File: src/rtl/seq_divider.sv
// Signed restoring divider, one quotient bit per cycle, MIPS div semantics.
// Latency: WIDTH+1 edges from accepted start to done; divide-by-zero reports in 1 edge.
// Backpressure: none; start is sampled only in IDLE and ignored while busy.
//
// Ports:
//   clk, reset        rising-edge clock, asynchronous active-high reset
//   start, a, b       request plus dividend/divisor (two's complement)
//   quotient          signed quotient, held until the next successful completion
//   remainder         signed remainder (sign of dividend), held likewise
//   done              one-cycle completion pulse
//   div_by_zero       valid with done, held until the next accepted start
//   busy              high in RUN and FIX
module seq_divider #(
    parameter int WIDTH = 32
) (
    input  logic             clk,
    input  logic             reset,
    input  logic             start,
    input  logic [WIDTH-1:0] a,
    input  logic [WIDTH-1:0] b,
    output logic [WIDTH-1:0] quotient,
    output logic [WIDTH-1:0] remainder,
    output logic             done,
    output logic             div_by_zero,
    output logic             busy
);

    localparam int CW = (WIDTH > 1) ? $clog2(WIDTH) : 1;
    localparam logic [CW-1:0] LAST_ITER = CW'(WIDTH - 1);

    typedef enum logic [1:0] {
        IDLE = 2'd0,
        RUN  = 2'd1,
        FIX  = 2'd2
    } state_t;

    state_t           state_q;
    logic [WIDTH-1:0] rem_q;      // partial remainder
    logic [WIDTH-1:0] dq_q;       // dividend shifting out, quotient shifting in
    logic [WIDTH-1:0] dvs_q;      // divisor magnitude
    logic [CW-1:0]    cnt_q;
    logic             sign_q_q;   // quotient negative
    logic             sign_r_q;   // remainder negative (sign of dividend)

    logic [WIDTH-1:0] abs_a;
    logic [WIDTH-1:0] abs_b;
    logic [WIDTH:0]   trial_sub;
    logic [WIDTH-1:0] rem_d;
    logic [WIDTH-1:0] dq_d;

    // Magnitudes stay WIDTH bits: the most negative value negates to itself,
    // which read as unsigned is exactly its magnitude.
    always_comb begin
        abs_a = a[WIDTH-1] ? -a : a;
        abs_b = b[WIDTH-1] ? -b : b;
    end

    // One restoring step. The shifted remainder needs WIDTH+1 bits because the
    // divisor magnitude may be as large as 2^(WIDTH-1); the borrow bit of the
    // trial subtraction decides keep vs restore.
    always_comb begin
        trial_sub = {rem_q, dq_q[WIDTH-1]} - {1'b0, dvs_q};
        if (!trial_sub[WIDTH]) begin
            rem_d = trial_sub[WIDTH-1:0];
            dq_d  = {dq_q[WIDTH-2:0], 1'b1};
        end else begin
            rem_d = {rem_q[WIDTH-2:0], dq_q[WIDTH-1]};
            dq_d  = {dq_q[WIDTH-2:0], 1'b0};
        end
    end

    assign busy = (state_q != IDLE);

    always_ff @(posedge clk or posedge reset) begin
        if (reset) begin
            state_q     <= IDLE;
            rem_q       <= '0;
            dq_q        <= '0;
            dvs_q       <= '0;
            cnt_q       <= '0;
            sign_q_q    <= 1'b0;
            sign_r_q    <= 1'b0;
            quotient    <= '0;
            remainder   <= '0;
            done        <= 1'b0;
            div_by_zero <= 1'b0;
        end else begin
            done <= 1'b0;
            case (state_q)
                IDLE: begin
                    if (start) begin
                        if (b == '0) begin
                            // Report immediately; previous results stay visible.
                            done        <= 1'b1;
                            div_by_zero <= 1'b1;
                        end else begin
                            sign_q_q    <= a[WIDTH-1] ^ b[WIDTH-1];
                            sign_r_q    <= a[WIDTH-1];
                            dq_q        <= abs_a;
                            dvs_q       <= abs_b;
                            rem_q       <= '0;
                            cnt_q       <= '0;
                            div_by_zero <= 1'b0;
                            state_q     <= RUN;
                        end
                    end
                end
                RUN: begin
                    rem_q <= rem_d;
                    dq_q  <= dq_d;
                    cnt_q <= cnt_q + 1'b1;
                    if (cnt_q == LAST_ITER) begin
                        state_q <= FIX;
                    end
                end
                FIX: begin
                    // -2^(W-1) / -1 yields magnitude 2^(W-1) with a positive
                    // sign, which wraps to 0x80..0 as MIPS expects.
                    quotient  <= sign_q_q ? -dq_q : dq_q;
                    remainder <= sign_r_q ? -rem_q : rem_q;
                    done      <= 1'b1;
                    state_q   <= IDLE;
                end
                default: begin
                    state_q <= IDLE;
                end
            endcase
        end
    end

endmodule

File: config.mk
export PLATFORM = sky130hd
export DESIGN_NAME = seq_divider
export DESIGN_NICKNAME = d
export VERILOG_FILES = /design/src/rtl/seq_divider.sv
export SDC_FILE = /design/constraint.sdc
export NUM_CORES = 1
export LEC_CHECK = 0
export ABC_AREA = 1
export CAP_MARGIN = 0
export CORE_MARGIN = 2
export CORE_UTILIZATION = 59
export CTS_CLUSTER_SIZE = 40
export DETAILED_ROUTE_END_ITERATION = 10
export GPL_TIMING_DRIVEN = 0
export PLACE_DENSITY = 0.78
export SYNTH_ARGS = -nofsm -noshare
export SYNTH_HDL_FRONTEND = slang
export SYNTH_SLANG_ARGS = --single-unit
File: constraint.sdc
create_clock -name clk -period 6.7 [get_ports clk]
set_clock_uncertainty 0.05 [all_clocks]
set_input_delay 0.67 -clock clk [delete_from_list [all_inputs] [get_ports clk]]
set_output_delay 0.67 -clock clk [all_outputs]
set_load 0.05 [all_outputs]
# [Word-level counts from Yosys, hierarchy flattened]
# Index checks and enable logic that the tools add are counted.
[classes] addsub=6 n_mul=0 n_div=0 magnitude_cmp=0 eq_ne=6 shift=0 muxes=22 n_bitwise=2 n_reduce_logical=8
[op_table] operator="$mux W32" count=9
[op_table] operator="$neg A32 Y32" count=4
[op_table] operator="$pmux W32 S2" count=2
[op_table] operator="$sub A33 B32 Y33" count=1
[op_table] operator="$logic_not A32 Y1" count=1
[op_table] operator="$mux W5" count=2
[op_table] operator="$pmux W5 S2" count=1
[op_table] operator="$reduce_and A3 Y1" count=3
[op_table] operator="$mux W2" count=3
[op_table] operator="$ne A2 B2 Y1 const B" count=3
[op_table] operator="$add A5 B1 Y5 const B" count=1
[op_table] operator="$eq A5 B5 Y1 const B" count=1
[op_table] operator="$pmux W2 S2" count=1
[op_table] operator="$reduce_bool A2 Y1" count=2
[op_table] operator="$mux W1" count=3
[op_table] operator="$eq A2 B1 Y1 const B" count=1
[op_table] operator="$eq A2 B2 Y1 const B" count=1
[op_table] operator="$logic_not A2 Y1" count=1
[op_table] operator="$pmux W1 S2" count=1
[op_table] operator="$reduce_and A2 Y1" count=1
[op_table] operator="$not A1 Y1" count=1
[op_table] operator="$xor A1 B1 Y1" count=1
[totals] register_bits=171 latchBits=0 ram_bits=0 mem_bits_ro=0 in_bits=67 out_inout_bits=67 word_cells=55 mem_count=0

# [Logic depth before layout (Yosys ltp)]
[logic_depth] ltp_word=5 depth_mapped=18 depth_no_buf=17

# [Worst setup path after synthesis]
# Ideal clock, no wire load.
[synth_path] path_kind="reg-to-reg" startpoint="register dq_q[31]" endpoint="register rem_q[2]" setup_time_ns=0.117 arrival_time_ns=2.106 required_time_ns=6.533 slack_ns=4.427 stages_incl_launch_ff=19 path_buffers=1 synth_period_minus_slack_ns=2.273 path_cell_list="dfrtp_1 -> inv_1 -> ha_1 -> fa_1 -> inv_1 -> nand2_1 -> nand2_1 -> nand3_1 -> nand2_2 -> nand2_4 -> nand2_4 -> nand2_4 -> nand2_4 -> nand2_4 -> nand2_4 -> buf_6 -> nand2_1 -> nand3_1 -> nand2_1"
[synth_via] elab_chain_len=3
[synth_rtl] item="start, declared" line="39" text="logic [WIDTH-1:0] dq_q;"
[synth_rtl] item="start signal, assigned" line="99" text="dq_q <= abs_a;"
[synth_rtl] item="start signal, assigned" line="110" text="dq_q <= dq_d;"
[synth_rtl] item="$sub A33 B32 Y33" line="62" text="trial_sub = {rem_q, dq_q[WIDTH-1]} - {1'b0, dvs_q};"
[synth_rtl] item="$mux W32" line="63" text="if (!trial_sub[WIDTH]) begin"
[synth_rtl] item="$pmux W32 S2" line="89" text="case (state_q)"
[synth_rtl] item="end signal, assigned" line="109" text="rem_q <= rem_d;"
[synth_rtl] item="end, declared" line="38" text="logic [WIDTH-1:0] rem_q;"
# No other way between the ends.
# A chain may end at the register's enable or synchronous reset.

# [Worst setup path after layout]
[layout_path] startpoint="register dq_q[31]" endpoint="register dq_q[0]"
[layout_via] elab_chain_len=3
[layout_rtl] item="$sub A33 B32 Y33" line="62"
[layout_rtl] item="$mux W1" line="63"
[layout_rtl] item="$pmux W32 S2" line="89"
# No other way between the ends.

==> metrics <==
commonest non-fill, non-tap cell in the layout nand2_1; Total Power 8.29 mW; first-pass GRT wire length 68500 um; Worst Reg-to-Reg Cells 18; core area 22400 um2; worst r2r src dq_q[31]; CTS tree done; GPL Wtd Cong 0.967; WP data required 6.98 ns; row count 55; wire per inst 16.8 um; final hold violation count 0; Vias/cell 5.57; HP Class reg2reg; most used cell along the critical path nand2_4; GRT overflow 0; CTS root buffer clkbuf_16; WP data arrival 3.04 ns; antenna viol nets, final 0; Max Cap Violations 0; worst slew pin tran 1.01 ns; clock share of power 0.125; final max-slew violation count 0; WS Path Type reg2reg; RSZ-0062 raised after global routing false; die width 155 um; nets 2370; crit path launch dq_q[31]; Clock Path Buffers 2; Critical Path Fanout Max 10; vias in the first global route 13411; fraction of layout cells with a size suffix above 1 0.0470; worst setup path endpoint dq_q[0]; post-synth cell types 44; Internal Dissipation 3.73 mW; FF-to-FF End dq_q[0]; post-DP HPWL 34600 um; hold path start quotient[21]; clk_lat worst skew 0.44 ns; clock period minus worst slack 2.76 ns; number of buffers added on ports 132; DRC 0; highest-count cells in the layout ignoring fill and taps nand2_1, inv_1, nand3_1; flops & latches, synth 171; initial DRC count 1416; Mean Syn Cell Area 6.34 um2; Reg2Reg Setup Slack 3.94 ns; post-CTS sizing 0; die area 23900 um2; headroom to the max-slew limit 0.323; CTS Buf Count 17; Seq pwr share 0.228; Critical-path top delay cell fa_1; worst path cell trace inv_1 -> ha_1 -> fa_1 -> inv_1 -> nand2_1 -> nand2_1 -> nand3_1 -> nand2_2 -> nand2_4 -> nand2_4 -> nand2_4 -> nand2_4 -> nand2_4 -> nand2_4 -> buf_6 -> nand2_1 -> nand3_1 -> inv_1; Switching Fraction 0.549; I/O Pins 134; Lkg Pwr 8.07 nW; Pre-antenna DRT Iters 9; Area growth, synth to finish 17.6%; Worst setup SP type flip-flop; GRT Resource Usage Total 0.363; clk slew on worst S/H paths 0.08 ns; final wirelength 42900 um; synthesized instance count 2112; H-tree depth 4; number of inserted diodes 0; cell area power density 527 nW/um2; Net Switching 4.55 mW; initial antenna violation count 0; status finished clean; setup violators final 0; Hold-fix buffers, CTS 0; Period Utilization, post-route 0.412; worst vdd ir 0.216 mV; Seq/Total Area, Yosys 0.320; Initial Utilization 0.597; die span in y 155 um; post-synth net total 2218; vias post-DR 14266; Peak Freq 0.362 GHz; Comb power frac 0.647; number of setup buffers added after CTS 0; clock sinks 171; CP max stage delay 0.46 ns; Mapped Area 13400 um2; largest net degree at the start of global routing 126; Worst Setup End Kind flip-flop; synth warn 0; worst hold slack 0.434 ns
synth_stat cells, drive strengths merged:
library cell	instances	share of area
nand2	729	0.21
inv	305	0.086
nand3	218	0.083
nor2	187	0.055
dfrtp	171	0.32
o21ai	149	0.057
xor2	62	0.041
a21oi	42	0.017
ha	38	0.036
clkbuf	36	0.010
nand4	31	0.014
nor3	31	0.013
buf	29	0.012
nand3b	14	0.0079
xnor2	10	0.0065
o211ai	9	0.0050
o22ai	9	0.0042
a31oi	8	0.0037
o21bai	7	0.0039
o31ai	7	0.0039
nor4	5	0.0023
or2	4	0.0019
and2	3	0.0014
a22o	2	0.0013
nor3b	2	0.0011
a21boi	1	0.00056
a21o	1	0.00056
clkinv	1	0.00028
fa	1	0.0015
critical path, delay by kind of cell, from the launching register on:
kind / cells / cell delay, ns
and+or+nand+nor: 12 / 1.05
adders and majority gates: 2 / 0.73
buffers and inverters: 4 / 0.45
DFF: 1 / 0.39
state kept, by name (all words and copies together) (netlist names), 2 cells and up:
signal,count
dq_q,32
dvs_q,32
cnt_q,5
remainder,32
quotient,32
rem_q,32
state_q,2
cell type report:
| cell class | instances | area [um2] |
|---|---|---|
| timing repair buffer | 133 | 1350 |
| clock buffer | 17 | 425 |
| buffer | 65 | 298 |
| tap | 285 | 357 |
| inverter | 306 | 1160 |
| clock inverter | 15 | 211 |
| fill | 1983 | 6700 |
| sequential | 171 | 4280 |
| multi-input combinational | 1570 | 7660 |
how the worst min path moves through the flow:
stage | cells after the start | end
after floorplan | 2 | dvs_q[26]
after global placement | 2 | quotient[21]
after detailed placement | 2 | quotient[21]
after CTS | 2 | quotient[21]
after global routing | 2 | quotient[21]
final | 2 | quotient[21]
power by group through the flow:
stage / Sequential [mW] / Combinational, mW / Clock (mW)
3_3_place_gp: 1.86 / 5.14 / 0
6_report: 1.89 / 5.36 / 1.04
4_1_cts: 1.86 / 5.28 / 1.04
3_5_place_dp: 1.88 / 5.25 / 0
2_1_floorplan: 1.85 / 3.75 / 0
5_1_grt: 1.91 / 6.02 / 1.09
per-stage QoR:
step | instances | utilization | TNS (ns) | worst slack [ns] | instance area (um2)
6_report | 2562 | 0.701 | 0 | 3.94 | 15700
5_1_grt | 2562 | 0.701 | 0 | 3.85 | 15700
4_1_cts | 2562 | 0.701 | 0 | 3.99 | 15700
3_5_place_dp | 2530 | 0.673 | 0 | 3.65 | 15100
3_3_place_gp | 2529 | 0.671 | -133.98 | -0.811 | 15100
2_1_floorplan | 2112 | - | 0 | 1.35 | 13400
cell families after synthesis:
logic type / share of synthesized area
adder cells (fa/ha/maj): 0.0370
flip-flops: 0.320
AO/OA/AOI/OAI: 0.0972
buffers and inverters: 0.108
XOR/XNOR: 0.0471
AND/OR/NAND/NOR: 0.391
layer usage:
layer / track usage / part of all wire / up-vias
met5: 0 / 0 / -
met4: 0.177 / 0.051 / 0
met3: 0.0538 / 0.069 / 139
met2: 0.584 / 0.45 / 634
met1: 0.483 / 0.43 / 6511
li1: - / - / 6982
Power figures use the tool's default switching activity.
